[src/rtl/mem_access_ctrl_if.sv]
// mem_access_ctrl_if: CPU request/response and RAM strobe/ready signals of the access controller
interface mem_access_ctrl_if #(
  parameter int ADDR_W = 16,
  parameter int DATA_W = 16
);
  logic              req;
  logic              we;
  logic [ADDR_W-1:0] addr;
  logic [DATA_W-1:0] wdata;
  logic              busy;
  logic              done;
  logic              err;
  logic [DATA_W-1:0] rdata;
  logic [ADDR_W-1:0] MAR;
  logic [DATA_W-1:0] MDR_in;
  logic              read;
  logic              write;
  logic              R;
  logic [DATA_W-1:0] MDR;
  modport master (
    input  req, we, addr, wdata, R, MDR,
    output busy, done, err, rdata, MAR, MDR_in, read, write
  );
  modport slave (
    output req, we, addr, wdata, R, MDR,
    input  busy, done, err, rdata, MAR, MDR_in, read, write
  );
endinterface

[src/rtl/mem_access_ctrl.sv]
// mem_access_ctrl: CPU load/store to four-phase RAM handshake, with timeout abort
module mem_access_ctrl #(
  parameter int ADDR_W  = 16,
  parameter int DATA_W  = 16,
  parameter int TIMEOUT = 64
) (
  input logic              clock,
  input logic              reset_n,
  mem_access_ctrl_if.master bus
);
  localparam int CW = $clog2(TIMEOUT);
  localparam logic [CW-1:0] LAST = CW'(TIMEOUT - 1);
  typedef enum logic [1:0] {IDLE, WAIT_ACK, WAIT_REL} state_t;
  state_t            state_q, state_d;
  logic [CW-1:0]     cnt_q, cnt_d;
  logic              busy_q, busy_d, done_q, done_d, err_q, err_d;
  logic              read_q, read_d, write_q, write_d, aborted_q, aborted_d;
  logic [ADDR_W-1:0] mar_q, mar_d;
  logic [DATA_W-1:0] mdr_in_q, mdr_in_d, rdata_q, rdata_d;
  always_comb begin
    state_d   = state_q;
    cnt_d     = cnt_q;
    busy_d    = busy_q;
    done_d    = 1'b0;
    err_d     = 1'b0;
    read_d    = read_q;
    write_d   = write_q;
    aborted_d = aborted_q;
    mar_d     = mar_q;
    mdr_in_d  = mdr_in_q;
    rdata_d   = rdata_q;
    case (state_q)
      IDLE: if (bus.req) begin
        mar_d    = bus.addr;
        mdr_in_d = bus.wdata;
        read_d   = ~bus.we;
        write_d  = bus.we;
        cnt_d    = '0;
        busy_d   = 1'b1;
        state_d  = WAIT_ACK;
      end
      WAIT_ACK: begin
        cnt_d = cnt_q + 1'b1;
        // ack wins over a timeout landing on the same edge
        if (bus.R || cnt_q == LAST) begin
          read_d    = 1'b0;
          write_d   = 1'b0;
          cnt_d     = '0;
          aborted_d = ~bus.R;
          rdata_d   = (bus.R && read_q) ? bus.MDR : rdata_q;
          state_d   = WAIT_REL;
        end
      end
      WAIT_REL: begin
        cnt_d = cnt_q + 1'b1;
        if (!bus.R || cnt_q == LAST) begin
          done_d  = 1'b1;
          err_d   = aborted_q | bus.R;
          busy_d  = 1'b0;
          state_d = IDLE;
        end
      end
      default: state_d = IDLE;
    endcase
  end
  always_ff @(posedge clock) begin
    if (!reset_n) begin
      state_q   <= IDLE;
      cnt_q     <= '0;
      busy_q    <= 1'b0;
      done_q    <= 1'b0;
      err_q     <= 1'b0;
      read_q    <= 1'b0;
      write_q   <= 1'b0;
      aborted_q <= 1'b0;
      mar_q     <= '0;
      mdr_in_q  <= '0;
      rdata_q   <= '0;
    end else begin
      state_q   <= state_d;
      cnt_q     <= cnt_d;
      busy_q    <= busy_d;
      done_q    <= done_d;
      err_q     <= err_d;
      read_q    <= read_d;
      write_q   <= write_d;
      aborted_q <= aborted_d;
      mar_q     <= mar_d;
      mdr_in_q  <= mdr_in_d;
      rdata_q   <= rdata_d;
    end
  end
  assign bus.busy   = busy_q;
  assign bus.done   = done_q;
  assign bus.err    = err_q;
  assign bus.rdata  = rdata_q;
  assign bus.MAR    = mar_q;
  assign bus.MDR_in = mdr_in_q;
  assign bus.read   = read_q;
  assign bus.write  = write_q;
endmodule

[src/flat_wrapper.sv]
// flat-port wrapper written by rule: the top's interface ports become plain ports
module mem_access_ctrl_flat 
#(
  parameter int ADDR_W  = 16,
  parameter int DATA_W  = 16,
  parameter int TIMEOUT = 64
)
  (clock, reset_n, bus_req, bus_we, bus_addr, bus_wdata, bus_R, bus_MDR, bus_busy, bus_done, bus_err, bus_rdata, bus_MAR, bus_MDR_in, bus_read, bus_write);
  mem_access_ctrl_if #(.ADDR_W(ADDR_W), .DATA_W(DATA_W)) bus_i ();
  input logic clock;
  input logic reset_n;
  input wire logic [$bits(bus_i.req)-1:0] bus_req;
  input wire logic [$bits(bus_i.we)-1:0] bus_we;
  input wire logic [$bits(bus_i.addr)-1:0] bus_addr;
  input wire logic [$bits(bus_i.wdata)-1:0] bus_wdata;
  input wire logic [$bits(bus_i.R)-1:0] bus_R;
  input wire logic [$bits(bus_i.MDR)-1:0] bus_MDR;
  output wire logic [$bits(bus_i.busy)-1:0] bus_busy;
  output wire logic [$bits(bus_i.done)-1:0] bus_done;
  output wire logic [$bits(bus_i.err)-1:0] bus_err;
  output wire logic [$bits(bus_i.rdata)-1:0] bus_rdata;
  output wire logic [$bits(bus_i.MAR)-1:0] bus_MAR;
  output wire logic [$bits(bus_i.MDR_in)-1:0] bus_MDR_in;
  output wire logic [$bits(bus_i.read)-1:0] bus_read;
  output wire logic [$bits(bus_i.write)-1:0] bus_write;
  assign bus_i.req = bus_req;
  assign bus_i.we = bus_we;
  assign bus_i.addr = bus_addr;
  assign bus_i.wdata = bus_wdata;
  assign bus_i.R = bus_R;
  assign bus_i.MDR = bus_MDR;
  assign bus_busy = bus_i.busy;
  assign bus_done = bus_i.done;
  assign bus_err = bus_i.err;
  assign bus_rdata = bus_i.rdata;
  assign bus_MAR = bus_i.MAR;
  assign bus_MDR_in = bus_i.MDR_in;
  assign bus_read = bus_i.read;
  assign bus_write = bus_i.write;
  mem_access_ctrl #(.ADDR_W(ADDR_W), .DATA_W(DATA_W), .TIMEOUT(TIMEOUT)) u_core (.clock(clock), .reset_n(reset_n), .bus(bus_i));
endmodule
[config.mk]
export PLATFORM = sky130hd
export DESIGN_NAME = mem_access_ctrl_flat
export DESIGN_NICKNAME = d
export VERILOG_FILES = /design/src/rtl/mem_access_ctrl_if.sv /design/src/rtl/mem_access_ctrl.sv /design/src/flat_wrapper.sv
export SDC_FILE = /design/constraint.sdc
export NUM_CORES = 1
export LEC_CHECK = 0
export CAP_MARGIN = 20
export CORE_MARGIN = 1.5
export CORE_UTILIZATION = 28
export CTS_CLUSTER_SIZE = 24
export DETAILED_ROUTE_END_ITERATION = 10
export PLACE_DENSITY = 0.57
export SLEW_MARGIN = 20
export SYNTH_ARGS = -nofsm -noshare
export SYNTH_HDL_FRONTEND = slang
export SYNTH_SLANG_ARGS = --single-unit
[constraint.sdc]
create_clock -name clock -period 2.72 [get_ports clock]
set_input_delay 0.408 -clock clock [delete_from_list [all_inputs] [get_ports clock]]
set_output_delay 0.408 -clock clock [all_outputs]
set_load 0.01 [all_outputs]
## After elaboration in Yosys (flattened, before gate mapping)

Cells that the tools add are included.

- Register bits after elaboration: 62
- Bits in latches: 0
- RAM bits: 0
- Memory bits (read-only): 0
- Input bits: 53
- Output and inout bits: 53
- Logic and storage cells: 54
- Memories kept: 0

- Add/subtract/negate cells: 1
- Multipliers: 0
- Div/mod/pow operators: 0
- $lt $le $gt $ge: 0
- Equal/unequal tests: 6
- Shift-type cells: 0
- Multiplexer cells: 16
- Bitwise gates (word level): 3
- Reduce and logical (&&, ||, !) cells: 17

Operators with widths:

| cell | count |
|---|---|
| $pmux W6 S3 | 1 |
| $reduce_and A3 Y1 | 5 |
| $mux W6 | 2 |
| $reduce_and A2 Y1 | 4 |
| $add A6 B1 Y6 const B | 1 |
| $eq A6 B6 Y1 const B | 1 |
| $mux W1 | 6 |
| $mux W2 | 3 |
| $pmux W1 S2 | 3 |
| $pmux W2 S3 | 1 |
| $ne A2 B1 Y1 const B | 2 |
| $reduce_bool A2 Y1 | 2 |
| $reduce_bool A3 Y1 | 1 |
| $eq A2 B1 Y1 const B | 1 |
| $eq A2 B2 Y1 const B | 1 |
| $logic_not A2 Y1 | 1 |
| $logic_or A1 B1 Y1 | 2 |
| $ne A2 B2 Y1 const B | 1 |
| $not A1 Y1 | 2 |
| $logic_and A1 B1 Y1 | 1 |
| $logic_not A1 Y1 | 1 |
| $or A1 B1 Y1 | 1 |

## Depth between registers and ports, before layout

- Word-level depth: 4
- Mapped depth: 7
- Gate-level depth less buffers: 6

## Worst setup path before layout

Ideal clock, no wire load.

- Path type: register to register
- Start: register u_core.state_q[0]
- End: register u_core.read_q, in the netlist u_core.bus.read
- Data arrival time: 1.402 ns
- Required time: 2.603 ns
- Setup slack: 1.201 ns
- Cell stages (with the launch flop): 8
- Buffers on the path: 1
- Clock period less this slack: 1.519 ns
- Cells stage by stage: dfxtp_1 inv_1 ha_1 nor2b_1 buf_2 a21oi_1 o211ai_1 a32o_1

- Cells in the longest elaborated chain, start to end: 3
- Elaborated cells between the ends (all ways): 7

RTL lines:

| what | RTL line | text |
|---|---|---|
| start, declared | mem_access_ctrl.sv:14 | `state_t state_q, state_d;` |
| start signal, assigned | mem_access_ctrl.sv:80 | `state_q <= state_d;` |
| $eq A2 B1 Y1 / $logic_not A2 Y1 (equally long branches) | mem_access_ctrl.sv:32 | `case (state_q)` |
| $ne A2 B1 Y1 (no line) (tied with other cells) | - |  |
| $reduce_and A3 Y1 (no line) | - |  |
| end signal, assigned | mem_access_ctrl.sv:85 | `read_q <= read_d;` |
| end, declared | mem_access_ctrl.sv:17 | `logic read_q, read_d, write_q, write_d, aborted_q, aborted_d;` |

Parallel ways exist; a longest one is shown, timed or not.
A chain may end at the register's enable or synchronous reset.

## Worst setup path after layout

- Start: input port bus_R
- End: register u_core.rdata_q[15], in the netlist u_core.bus.rdata[15]

- Cells in the longest elaborated chain, start to end: 2
- Elaborated cells between the ends (all ways): 3

RTL lines:

| what | RTL line | text |
|---|---|---|
| start, declared | flat_wrapper.sv:16 | `input wire logic [$bits(bus_i.R)-1:0] bus_R;` |
| $logic_and A1 B1 Y1 / $logic_or A1 B1 Y1 (equally long branches) | mem_access_ctrl.sv:50, mem_access_ctrl.sv:45 |  |
| $reduce_and A3 Y1 (no line) * | - |  |
| end signal, assigned | mem_access_ctrl.sv:90 | `rdata_q <= rdata_d;` |
| end, declared | mem_access_ctrl.sv:19 | `logic [DATA_W-1:0] mdr_in_q, mdr_in_d, rdata_q, rdata_d;` |

Mark *: on every way between the ends. The rest lies on a longest branch, timed or not.

==> impl_metrics.tcl <==
set metrics [dict create \
    async_flop_share 0 \
    synthTopCellsByArea "dfxtp_1 (50%), nand2_1 (16%), a21boi_0 (12%), ha_1 (2.5%), a21boi_1 (2.4%)" \
    met1_usage 0.172 \
    drv_cap 0 \
    synth_flop_cell "dfxtp_1" \
    hpwl_um 4280 \
    syn_area_per_cell_um2 8.48 \
    synth_cell_types 32 \
    dr_total_vias 2266 \
    wl_um 6260 \
    hold_violations 0 \
    ys_ff_latch 62 \
    die_area_mm2 0.00948 \
    synth_top_cell_by_area "dfxtp_1" \
    period_share 0.644 \
    numCtsBuffers 9 \
    cts_sinks 62 \
    setup_tns_ns 0 \
    cts_resized 0 \
    drc_errors 0 \
    htreeDepth 3 \
    nFillCells 903 \
    timing.fmax_ghz 0.571 \
    crit_fanout 16 \
    outcome "finished, final reports clean" \
    grt_pass1_wl_um 10100 \
    grt_pass1_vias 2111 \
    drive_above_1_share 0.0673 \
    grt_util_met3 0.0432 \
    nets 455 \
    pin_count 106 \
    drt_iter0_markers 65 \
    synth_most_common_cell "nand2_1" \
    postCtsHoldBufs 0 \
    arrival_ns 2.01 \
    worst-slew-pin-transition_ns 0.629 \
    postLayoutCellArea_mm2 0.00385 \
    required_ns 2.98 \
    ys_warn_count 0 \
    ys_seq_area_frac 0.498 \
    antenna_cells 0 \
    antenna_found_initial 0 \
    cts_setup_buffers 0 \
    min-delay-start "u_core.bus.MAR[8]$_SDFFE_PN0P_" \
    chipHeight_um 97.3 \
    reg2reg_to "u_core.bus.rdata[15]$_SDFFE_PN0P_" \
    min_to "u_core.bus.MAR[8]$_SDFFE_PN0P_" \
    syn-cell-area_mm2 0.00249 \
    clock_skew_ns 0.00362 \
    leakage_uw 0.00139 \
    cts_tree "built" \
    syn2layout_area_growth_pct 54.6 \
    syn_nets 352 \
    powerDensity_mw_per_mm2 593 \
    rsz0062_at_grt "no" \
    clk_latency_ns 0.34 \
    power.total_uw 2290 \
    busiest_layer "met2" \
    placed_cell_area_mm2 0.00363 \
    ant_nets 0 \
    clk_pin_slew_worst_paths_ns 0.07 \
    vdd_drop_max_v 0.000244 \
    finalCriticalPeriod_ns 1.75 \
    grt_max_degree 36 \
    synth-edff-count 0 \
    hold_slack_ns 0.454 \
    core_mm2 0.00868 \
    initial_core_util 0.287 \
    gp_congestion 0.811 \
    setup.worst_path.end_class "register" \
    fp.dieW_um 97.3 \
    crit_path_start_kind "primary input" \
    crit_type "in -> reg" \
    use_met2 0.204 \
    slew_headroom 0.580 \
    final-setup-viol-count 0 \
    hold_depth 2 \
    multi_input_area_mm2 0.00116 \
    rrSetupSlack_ns 0.99 \
    regArea_mm2 0.00124 \
    ff2ff_path_depth 5 \
    synth_common_cells "nand2_1 (104), dfxtp_1 (62), a21boi_0 (40)" \
    cts_root_buf "clkbuf_8" \
    min-delay-path-class "reg -> reg" \
    cts_buffer_depth 2 \
    portBuffers 105 \
    synthCells 294 \
    synth_top_cell_area_share 0.498 \
    core.rowCount 34 \
    dr.pass1.iters 4 \
    grtUsageTotal 0.133 \
    reg2reg_from "u_core.state_q[1]$_SDFFE_PN0P_" \
    gr-total-overflow 0 \
    vias_per_cell 4.45 \
    post_drt_wl_per_cell_um 12.3 \
    slew_viol_final 0 \
]
flip-flops by register name (all words and copies together), names as in the netlist:
signal / count
u_core.bus.MAR: 16
u_core.bus.MDR_in: 16
u_core.bus.rdata: 16
u_core.cnt_q: 6
u_core.state_q: 2
u_core.aborted_q: 1
u_core.bus.busy: 1
u_core.bus.done: 1
u_core.bus.err: 1
u_core.bus.read: 1
u_core.bus.write: 1
per-stage QoR:
step	setup slack, ns	instances	utilization
floorplan	1.20	294	-
detailed placement	0.625	494	0.418
global route	0.781	509	0.444
finish	0.968	509	0.444
CTS	0.978	509	0.444
global placement	0.686	494	0.418
cell type report:
class / count / share of cell area
clock inverters: 4 / 0.0182
multi-input cells: 210 / 0.300
repair buffers: 110 / 0.281
inverters: 4 / 0.00390
clock buffers: 11 / 0.0393
flip-flops and latches: 62 / 0.322
well taps: 108 / 0.0351
logic make-up (layout without fill, tap and decap cells):
group           after synthesis  after routing  share of synthesized area
simple gates                133            133                      0.221
compound gates               66             66                      0.196
flops                        62             62                      0.498
buf+inv                      22            129                     0.0382
fa+ha+maj                     5              5                     0.0251
xor+xnor                      5              5                     0.0176
mux                           1              1                    0.00402
cells in the final DEF, fill, tap and decap left out, drive strengths merged, types with 3 or more instances in the layout:
cell / count
inv: 4
nand2: 105
clkbuf: 11
nand3: 6
o21ai: 3
xnor2: 5
buf: 6
ha: 5
nor2: 12
a21boi: 48
a21oi: 6
clkdlybuf4s50: 104
dfxtp: 62
power breakdown:
part	switching, uW	total (uW)	internal (uW)
Combinational	178	392	214
Sequential	30.1	992	962
Clock	344	902	558
Total	552	2290	1730
layer usage:
layer / part of all wire / vias up
met2: 0.45 / 71
met1: 0.48 / 1018
li1: - / 1169
met4: 0.014 / 0
met5: 0 / -
met3: 0.062 / 8
worst max path at each step:
stage	startpoint	endpoint	cells after the start	slack [ns]
final	bus_R	u_core.bus.rdata[15]$_SDFFE_PN0P_	4	0.97
after global routing	u_core.state_q[1]$_SDFFE_PN0P_	u_core.bus.rdata[12]$_SDFFE_PN0P_	5	0.78
after CTS	u_core.state_q[1]$_SDFFE_PN0P_	u_core.bus.rdata[5]$_SDFFE_PN0P_	5	0.98
after detailed placement	bus_R	u_core.bus.rdata[12]$_SDFFE_PN0P_	4	0.63
after global placement	bus_R	u_core.bus.rdata[15]$_SDFFE_PN0P_	4	0.69
after floorplan	u_core.state_q[0]$_SDFFE_PN0P_	u_core.bus.read$_SDFFE_PN0P_	7	1.20
worst max-delay path, stage by stage:
cell and delay (ns):
clkdlybuf4s50_1 0.69, and3_1 0.63, nand2_1 0.11, a21boi_0 0.17
(Power assumes the default switching activity.)
